$ cat config.mk
export PLATFORM = sky130hd
export DESIGN_NAME = sync_fifo_ctrl
export DESIGN_NICKNAME = d
export VERILOG_FILES = /design/src/rtl/sync_fifo_ctrl.sv
export SDC_FILE = /design/constraint.sdc
export NUM_CORES = 1
export LEC_CHECK = 0
export ABC_AREA = 1
export BUFFER_PORTS_ARGS = -buffer_cell sky130_fd_sc_hd__buf_4
export CAP_MARGIN = 20
export CORE_MARGIN = 1
export CORE_UTILIZATION = 45
export CTS_BUF_LIST = sky130_fd_sc_hd__clkbuf_8
export CTS_CLUSTER_DIAMETER = 60
export DETAILED_ROUTE_END_ITERATION = 10
export PLACE_DENSITY = 0.68
export SETUP_SLACK_MARGIN = 0.2
export SLEW_MARGIN = 0
export SYNTH_ARGS = -nofsm -noshare
export SYNTH_HDL_FRONTEND = slang
export SYNTH_SLANG_ARGS = --single-unit
$ cat constraint.sdc
create_clock -name clk -period 4.1 [get_ports clk]
set_input_delay 0.205 -clock clk [delete_from_list [all_inputs] [get_ports clk]]
set_output_delay 0.205 -clock clk [all_outputs]
set_load 0.02 [all_outputs]
$ cat src/rtl/sync_fifo_ctrl.sv
// Single-clock FIFO controller with wrap-bit pointers, programmable almost flags and
// overflow/underflow pulses. Define FIFO_ASSERT_EN to compile in built-in assertions.
module sync_fifo_ctrl #(
   parameter int DEPTH    = 2,
   parameter int WIDTH    = 8,
   parameter int AF_LEVEL = 3,
   parameter int AE_LEVEL = 1
) (
   input  logic             clk,
   input  logic             rst,
   input  logic             wr_en,
   input  logic [WIDTH-1:0] wr_data,
   input  logic             rd_en,
   output logic [WIDTH-1:0] rd_data,
   output logic             full,
   output logic             empty,
   output logic             almost_full,
   output logic             almost_empty,
   output logic [DEPTH:0]   count,
   output logic             overflow,
   output logic             underflow,
   output logic [DEPTH:0]   wp,
   output logic [DEPTH:0]   rp
);

   localparam int           CAP   = 1 << DEPTH;
   localparam logic [DEPTH:0] AF_C  = (DEPTH+1)'(AF_LEVEL);
   localparam logic [DEPTH:0] AE_C  = (DEPTH+1)'(AE_LEVEL);
   localparam logic [DEPTH:0] CAP_C = (DEPTH+1)'(CAP);
   localparam logic [DEPTH:0] ONE_C = (DEPTH+1)'(1);

   logic [DEPTH:0]   wp_q, wp_d;
   logic [DEPTH:0]   rp_q, rp_d;
   logic [WIDTH-1:0] rd_data_q;
   logic             overflow_q, underflow_q;
   logic             wr_acc, rd_acc;
   logic [WIDTH-1:0] mem [CAP];

   // Same index with differing wrap bits means the writer is a full lap ahead.
   assign empty = (wp_q[DEPTH-1:0] == rp_q[DEPTH-1:0]) && (wp_q[DEPTH] == rp_q[DEPTH]);
   assign full  = (wp_q[DEPTH-1:0] == rp_q[DEPTH-1:0]) && (wp_q[DEPTH] != rp_q[DEPTH]);
   assign count = wp_q - rp_q;

   assign almost_full  = (count >= AF_C);
   assign almost_empty = (count <= AE_C);

   assign wr_acc = wr_en && !full;
   assign rd_acc = rd_en && !empty;

   always_comb begin
      wp_d = wp_q;
      rp_d = rp_q;
      if (wr_acc) wp_d = wp_q + ONE_C;
      if (rd_acc) rp_d = rp_q + ONE_C;
   end

   always_ff @(posedge clk or posedge rst) begin
      if (rst) begin
         wp_q        <= '0;
         rp_q        <= '0;
         rd_data_q   <= '0;
         overflow_q  <= 1'b0;
         underflow_q <= 1'b0;
      end else begin
         wp_q        <= wp_d;
         rp_q        <= rp_d;
         overflow_q  <= wr_en && full;
         underflow_q <= rd_en && empty;
         if (rd_acc) rd_data_q <= mem[rp_q[DEPTH-1:0]];
      end
   end

   // Storage is left unreset so it can map onto block RAM.
   always_ff @(posedge clk) begin
      if (wr_acc) mem[wp_q[DEPTH-1:0]] <= wr_data;
   end

   assign rd_data   = rd_data_q;
   assign overflow  = overflow_q;
   assign underflow = underflow_q;
   assign wp        = wp_q;
   assign rp        = rp_q;

`ifdef FIFO_ASSERT_EN
   a_empty_eq: assert property (@(posedge clk) disable iff (rst)
      empty == ((wp_q[DEPTH-1:0] == rp_q[DEPTH-1:0]) && (wp_q[DEPTH] == rp_q[DEPTH])))
      else $error("a_empty_eq");
   a_full_eq: assert property (@(posedge clk) disable iff (rst)
      full == ((wp_q[DEPTH-1:0] == rp_q[DEPTH-1:0]) && (wp_q[DEPTH] != rp_q[DEPTH])))
      else $error("a_full_eq");
   a_count_max: assert property (@(posedge clk) disable iff (rst) count <= CAP_C)
      else $error("a_count_max");
   a_not_full_empty: assert property (@(posedge clk) disable iff (rst) !(full && empty))
      else $error("a_not_full_empty");
   a_no_wr_full: assert property (@(posedge clk) disable iff (rst) wr_acc |-> !full)
      else $error("a_no_wr_full");
   a_no_rd_empty: assert property (@(posedge clk) disable iff (rst) rd_acc |-> !empty)
      else $error("a_no_rd_empty");
`endif

endmodule

==> results of run 1 <==
[per-layer routing]
layer  global-route usage  up-vias
li1                     -      755
met4                0.102        0
met1                0.246      659
met2                0.288       54
met3               0.0464       10
met5                    0        -
[flip-flops by register name, indices dropped and copies added (netlist names)]
register	count
rd_data	8
underflow	1
rp	3
overflow	1
wp	3
mem	32
[cell families after synthesis]
| logic type | share of synthesized area |
|---|---|
| fa+ha+maj | 0.0491 |
| flops | 0.621 |
| buf+inv | 0.0748 |
| xor+xnor | 0.0160 |
| compound gates | 0.00742 |
| simple gates | 0.232 |
[power by group through the flow]
stage	combinational, mW	sequential, mW	clock (mW)
after floorplan	0.694	0.834	0
after global placement	1.10	0.788	0
after detailed placement	1.11	0.795	0
after CTS	1.11	0.785	0.276
after global routing	1.22	0.803	0.291
final	1.10	0.784	0.270
[Yosys cell counts]
cell and count:
xnor2_1 1, nand2_1 96, inv_1 30, nand3_1 15, inv_2 3, buf_4 2
ha_1 7, nand2_4 3, buf_6 1, a21oi_4 1, nor2_1 7, clkinv_1 1
fa_1 1, nand2_2 2, dfrtp_1 16, edfxtp_1 32, xor2_1 3, buf_2 2
[how the worst max path moves through the flow]
stage	from	end	slack, ns
global route	rp[1]	mem[0][5]	1.18
floorplan	rp[1]	mem[0][0]	1.71
CTS	rp[1]	mem[1][1]	1.41
global placement	rp[1]	mem[0][6]	1.58
finish	rp[1]	mem[1][6]	1.42
detailed placement	rp[1]	mem[0][0]	1.44
[critical path: stages (launching register included)]
cell,delay (ns)
dfrtp_1,0.56
clkinv_1,0.35
ha_1,0.38
nand2_1,0.08
inv_2,0.07
nand3_1,0.20
nand2_2,0.16
nor2_1,0.52
[through the flow]
step | hold slack (ns) | setup WS [ns] | util | std cells | cell area, µm²
after floorplan | 0.119 | 1.71 | - | 223 | 2190
after global placement | 0.317 | 1.58 | 0.528 | 306 | 2480
after detailed placement | 0.331 | 1.44 | 0.528 | 306 | 2480
after CTS | 0.105 | 1.41 | 0.549 | 315 | 2570
after global routing | 0.0998 | 1.18 | 0.549 | 315 | 2570
final | 0.111 | 1.42 | 0.549 | 315 | 2570
[final cells by class]
cell class                      instances  area (µm²)  share of cell area
Clock buffer                            5        68.8              0.0267
Clock inverter                          3        16.3             0.00632
Inverter                               34         128              0.0496
Multi-Input combinational cell        136         667               0.259
Sequential cell                        48        1360               0.529
Tap cell                               54        67.6              0.0263
Timing Repair Buffer                   35         265               0.103
==> flow_summary.yaml, run 1 <==
status:
  outcome: "finished with violations"
  violations: "DRC"
drt:
  drt_iter0_drc: 68
  top_layer: "met4"
  vias_per_cell: 4.69
  drt-wirelength-per-cell_um: 13.9
  wl_met1_um: 2000
  met2_length_um: 2050
  postRouteAntennaNets: 0
  wl_met3_um: 234
  vias: 1478
  drc: 2
  finalWirelength_um: 4370
  drt_pass1_iterations: 7
grt:
  first_global_vias: 1401
  overflow: 0
  grt_max_degree: 22
  antenna_found_initial: 0
  grt_pass1_wl_um: 6930
  groute.usage.overall: 0.188
die:
  start_util: 0.467
  core_area_mm2: 0.00469
  die_height_um: 71.8
  num_io_pins: 35
  die_area_mm2: 0.00515
  placementRows: 25
  chipWidth_um: 71.8
yosys:
  synth_top_area_cell: "edfxtp_1"
  syn-num-nets: 243
  syn_inst: 223
  ys_seq_area_frac: 0.621
  ys_warn_count: 0
  synth_cell_types: 18
  synth_top_area_frac: 0.438
  ys_top_cells_by_area: "edfxtp_1 (44%), dfrtp_1 (18%), nand2_1 (16%), inv_1 (5.1%), ha_1 (4.0%)"
  syn_area_mm2: 0.00219
  synth_seq_cells: 48
  postSynthAreaPerCell_um2: 9.83
worst_setup_path:
  worstPathMaxFanout: 12
  critPathKind: "flop to flop"
  arrival_ns: 2.62
  reg2reg_from: "rp[1]"
  endpoint_kind: "flop"
  rr_endpoint: "mem[1][6]"
  crit_path_start_kind: "flop"
  required_ns: 4.03
  reg2reg_slack_ns: 1.42
  reg2reg_depth: 7
clock_network:
  cts.sinks: 48
  clk_path_buf_depth: 2
  numCtsBuffers: 5
  worstSkewPairLatency_ns: 0.30
  cts_tree: "built"
  cts_resized: 0
  cts-root-buf: "clkbuf_8"
  post-cts-setup-buffers: 0
  h-tree-depth: 2
  path_clk_slew_ns: 0.09
  hold_buffers: 1
min_path:
  whs_endpoint: "mem[2][1]"
  hold_class: "input pin to flop"
  hp-start: "wr_data[1]"
  whs_path_depth: 1
power:
  p_leak_nw: 1.30
  irDropWorstVdd_v: 0.000437
  switching_share: 0.443
  p_int_mw: 1.20
  power_frac_clock: 0.125
  p_switching_mw: 0.955
  p_seq_frac: 0.364
  power-per-cell-area_mw_per_mm2: 837
  power_frac_comb: 0.511
  totalPowerFinal_mw: 2.16
timing:
  fin_crit_sh: 0.655
  finalHoldViolCount: 0
  finalSetupTns_ns: 0
  min_period_ns: 2.68
  rsz0062_at_grt: "false"
  worstMarginPinSlew_ns: 0.628
  clock.fmax_ghz: 0.373
  setup_viol: 0
  skew_ns: 0.0115
  slew_violations: 0
  relSlewSlack: 0.580
finish:
  fillCellCount: 407
  drive_above_1_share: 0.192
  final_common_cell: "nand2_1"
  fin_nets: 280
  n_antenna_cell: 0
  area_delta_synth_final_pct: 17.4
  mostFrequentLayoutCells: "nand2_1 (96), buf_4 (34), edfxtp_1 (32)"
placed_design:
  place_hpwl_um: 3420
  place.gp.congestion: 1.04
  numPortBuffers: 34
flow_run:
  maxCapViolations: 0
Power figures use the tool's default switching activity.
==> run 2: changes to the inputs <==
clock period = 2.5 ns   (was 4.1 ns; I/O delays follow)
==> run 2 against run 1 <==
The run still ends with DRC left. Power grew 75%. Via count shrank 0.81%. Design area up 3.6%. Cell count is 1.9% higher. Combinational power grew 72%. First-iteration DRC count up 13%. Clock-buffer cell count unchanged. Sequential share of layout area decreased by 1.8 points. Hold slack worse by 0.077 ns.
==> flow_summary.yaml, run 2 (synthesis gave the netlist of run 1 again) <==
worst_setup_path:
  reg2reg_slack_ns: 0.47
  required_ns: 2.38
  rr_endpoint: "mem[1][1]"
  reg2reg_depth: 8
  endpoint_kind: "primary output"
  critPathKind: "flop to primary output"
  reg2reg_from: "rp[1]"
  endpoint: "almost_empty"
  crit_path_start_kind: "flop"
  worstPathMaxFanout: 12
  critPathLaunch: "rp[1]"
  arrival_ns: 2.00
clock_network:
  cts-root-buf: "clkbuf_8"
  cts_tree: "built"
  cts.sinks: 48
  worstSkewPairLatency_ns: 0.31
  clk_path_buf_depth: 2
  path_clk_slew_ns: 0.09
  h-tree-depth: 2
  numCtsBuffers: 5
finish:
  fin_nets: 286
  fillCellCount: 404
  area_delta_synth_final_pct: 21.7
  multi_input_area_um2: 667
  mostFrequentLayoutCells: "nand2_1 (96), buf_4 (40), edfxtp_1 (32)"
  regArea_mm2: 0.00136
  final_common_cell: "nand2_1"
  n_antenna_cell: 0
  largest_reg_flops: 32
  drive_above_1_share: 0.213
placed_design:
  numPortBuffers: 34
  place_ws_ns: 0.402
  place_hpwl_um: 3260
  place.gp.congestion: 0.799
die:
  die_area_mm2: 0.00515
  chipWidth_um: 71.8
  start_util: 0.467
  die_height_um: 71.8
  placementRows: 25
  core_area_mm2: 0.00469
  num_io_pins: 35
timing:
  skew_ns: 0.0129
  fin_ws_ns: 0.380
  finalHoldViolCount: 0
  rsz0062_at_grt: "false"
  min_period_ns: 2.12
  clock.fmax_ghz: 0.472
  fin_crit_sh: 0.848
  finalSetupTns_ns: 0
  setup_viol: 0
  worstMarginPinSlew_ns: 0.631
  slew_violations: 0
  relSlewSlack: 0.579
drt:
  vias_per_cell: 4.57
  drt_pass1_iterations: 7
  postRouteAntennaNets: 0
  finalWirelength_um: 4200
  drc: 2
  drt_iter0_drc: 77
  vias: 1466
  drt-wirelength-per-cell_um: 13.1
power:
  power-per-cell-area_mw_per_mm2: 1410
  p_int_mw: 2.22
  p_leak_nw: 1.35
  irDropWorstVdd_v: 0.000846
  p_seq_frac: 0.330
  power_frac_comb: 0.501
  switching_share: 0.413
  power_frac_clock: 0.169
  p_switching_mw: 1.56
grt:
  antenna_found_initial: 0
  overflow: 0
  first_global_vias: 1385
  grt_pass1_wl_um: 6790
  groute.usage.overall: 0.180
  grt_max_degree: 21
status:
  violations: "DRC"
  outcome: "finished with violations"
min_path:
  hold_class: "input pin to flop"
flow_run:
  maxCapViolations: 0
==> run 2: cell count changes in the layout (fill, tap and decap cells not counted), sizes merged <==
cell      delta
buf          +6
clkinvlp     -1
bufinv       +2
clkinv       -1
==> run 2: final cells by class <==
class / instances / area share
clock buffers: 5 / 0.0258
clock inverters: 3 / 0.0239
inverters: 34 / 0.0478
multi-input cells: 136 / 0.250
flip-flops and latches: 48 / 0.511
well taps: 54 / 0.0253
repair buffers: 41 / 0.116
==> run 2: power by group through the flow <==
| stage | Sequential [mW] | Clock (mW) | Combinational [mW] |
|---|---|---|---|
| global placement | 1.26 | 0 | 1.88 |
| floorplan | 1.37 | 0 | 1.14 |
| CTS | 1.24 | 0.650 | 1.91 |
| global route | 1.27 | 0.670 | 2.10 |
| finish | 1.25 | 0.638 | 1.89 |
| detailed placement | 1.26 | 0 | 1.91 |
==> run 2: metrics by stage <==
step | utilization | total power [mW] | area, µm² | hold WS, ns | cells
6_report | 0.569 | 3.77 | 2670 | 0.0343 | 321
3_5_place_dp | 0.538 | 3.16 | 2520 | 0.257 | 312
5_1_grt | 0.569 | 4.04 | 2670 | 0.0270 | 321
3_3_place_gp | 0.538 | 3.14 | 2520 | 0.249 | 312
4_1_cts | 0.568 | 3.81 | 2670 | 0.0305 | 321
2_1_floorplan | - | 2.50 | 2190 | 0.0387 | 223
==> run 2: worst max-delay path: stages, from the launching register on <==
cell and delay, ns:
dfrtp_2 0.48, clkinv_1 0.13, buf_4 0.19, fa_1 0.45, xor2_1 0.19, nor2_1 0.10
buf_4 0.15
==> run 2: worst min-delay path by stage <==
stage | start | to | slack (ns) | cells past startpoint
final | wr_data[7] | mem[2][7] | 0.03 | 1
after floorplan | rst | overflow | 0.04 | 1
after detailed placement | rst | rd_data[0] | 0.26 | 2
after global routing | wr_data[4] | mem[3][4] | 0.03 | 1
after global placement | rst | rd_data[1] | 0.25 | 2
after CTS | wr_data[7] | mem[2][7] | 0.03 | 1
==> run 2: what timing repair did <==
item                                    4_1_cts  5_1_grt
buffers inserted                              0        0
endpoints found under the setup margin        0       11
hold buffers                                  1        0
endpoints found under the hold margin        16        0
resized for setup                             0        1
==> run 2: routing by layer <==
metal	GRT usage	wire [µm]
met5	0	0
met4	0.0915	106
met3	0.0352	144
met2	0.277	1890
met1	0.244	2060
==> run 3: changes to the inputs <==
PLACE_DENSITY = 0.7   (was 0.68)
clock period = 1.8 ns   (was 2.5 ns; I/O delays follow)
==> run 3 against run 2 <==
The run ends with DRC, setup timing left. Global-route usage is 0.75 points higher. First-iteration DRC count is 12% lower. Register-to-register slack got worse by 0.31 ns. Clock-buffer cell count is the same. Utilization grew 7.5 points. Cell count grew 5.6%. Combinational power rose by 93%. Via count rose by 11%. Power increased by 63%. Critical path type unchanged.
==> flow_summary.yaml, run 3 (synthesis gave the netlist of run 1 again) <==
clock_network:
  worstSkewPairLatency_ns: 0.31
  h-tree-depth: 2
  cts-root-buf: "clkbuf_8"
  clk_path_buf_depth: 2
  numCtsBuffers: 5
  cts_tree: "built"
  cts.sinks: 48
  path_clk_slew_ns: 0.09
min_path:
  hold_class: "input pin to flop"
  whs_endpoint: "overflow"
  whs_path_depth: 3
  hp-start: "wr_en"
worst_setup_path:
  arrival_ns: 1.75
  required_ns: 1.71
  max_stage_delay_ns: 0.58
  reg2reg_depth: 8
  reg2reg_slack_ns: 0.16
  endpoint_kind: "primary output"
  crit_path_start_kind: "flop"
  cp_cell_sequence: "inv_4, ha_4, inv_2, fa_2, nand2_2, nand2_2, buf_6"
  rr_endpoint: "mem[3][0]"
  reg2reg_from: "rp[1]"
  slowest_stage: "fa_2"
  worstPathMaxFanout: 3
  critPathKind: "flop to primary output"
  crit_top_cell: "nand2_2"
finish:
  n_antenna_cell: 0
  regArea_mm2: 0.00136
  mostFrequentLayoutCells: "nand2_1 (93), buf_4 (41), edfxtp_1 (32)"
  fillCellCount: 369
  largest_reg_flops: 32
  drive_above_1_share: 0.309
  final_area_mm2: 0.00302
  fin_nets: 304
  area_delta_synth_final_pct: 37.7
  multi_input_area_um2: 806
  fin_cells: 339
  final_common_cell: "nand2_1"
status:
  violations: "DRC, setup timing"
  outcome: "finished with violations"
timing:
  fin_ws_ns: -0.0443
  min_period_ns: 1.84
  clock.fmax_ghz: 0.542
  setup_viol: 2
  skew_ns: 0.0111
  finalSetupTns_ns: -0.0839
  worstMarginPinSlew_ns: 0.674
  relSlewSlack: 0.550
  rsz0062_at_grt: "true"
  slew_violations: 0
  fin_crit_sh: 1.02
  finalHoldViolCount: 0
  holdWs_ns: 0.0585
grt:
  first_global_vias: 1592
  overflow: 0
  grt_max_degree: 21
  groute.usage.overall: 0.187
  antenna_found_initial: 0
  grt_pass1_wl_um: 7240
placed_design:
  placedCellCount: 309
  placed_area_mm2: 0.00264
  place_hpwl_um: 2880
  numPortBuffers: 34
  place.gp.congestion: 0.764
flow_run:
  maxCapViolations: 0
drt:
  finalWirelength_um: 4530
  postRouteAntennaNets: 0
  drt_iter0_drc: 68
  vias_per_cell: 4.80
  vias: 1626
  drt_pass1_iterations: 11
  drc: 1
  drt-wirelength-per-cell_um: 13.4
power:
  p_leak_nw: 1.45
  power-per-cell-area_mw_per_mm2: 2030
  irDropWorstVdd_v: 0.00104
die:
  core_area_mm2: 0.00469
  num_io_pins: 35
  placementRows: 25
  chipWidth_um: 71.8
  start_util: 0.467
  die_area_mm2: 0.00515
  die_height_um: 71.8
run 3: worst max path at each step:
stage	from	end
after floorplan	rp[1]	mem[0][0]
after global placement	wp[0]	mem[2][4]
after detailed placement	wp[0]	mem[2][4]
after CTS	wp[0]	almost_full
after global routing	wp[0]	almost_full
final	wp[0]	almost_full
run 3: per-layer routing:
layer  part of all wire  global-route usage  wire, µm
met5                  0                   0         0
met1               0.42               0.229      1910
met4              0.034              0.0871       154
met2               0.50               0.316      2260
met3              0.045              0.0422       202
run 3: stage by stage:
step | utilization | total power, mW | setup slack (ns)
after CTS | 0.630 | 5.92 | -0.0581
after detailed placement | 0.562 | 4.81 | 0.0950
after floorplan | - | 3.92 | 0.101
after global placement | 0.562 | 4.74 | 0.125
after global routing | 0.643 | 6.55 | -0.110
final | 0.643 | 6.14 | -0.0443
run 3: area by class of cell:
type	instances	share of cell area
sequential	48	0.452
multi-input combinational	136	0.267
timing repair buffer	59	0.171
inverter	34	0.0497
clock buffer	5	0.0228
tap	54	0.0224
clock inverter	3	0.0153
run 3: power breakdown:
group | leakage [nW] | internal (mW) | switching (mW) | total [mW]
Combinational | 0.900 | 1.57 | 2.08 | 3.65
Clock | 0.0548 | 0.419 | 0.376 | 0.795
Sequential | 0.491 | 1.53 | 0.173 | 1.70
Total | 1.45 | 3.51 | 2.63 | 6.14
run 3: timing repair:
item,4_1_cts,5_1_grt
pin swaps,8,8
gates resized for setup,11,4
hold buffers,9,0
hold endpoints to repair,48,0
endpoints found under the setup margin,38,38
setup buffers,7,6
run 3: worst max-delay path: cells and delay by family (launching register included):
kind          cells  cell delay, ns
fa+ha+maj         2            0.70
simple gates      2            0.12
buf+inv           3            0.21
flops             1            0.43
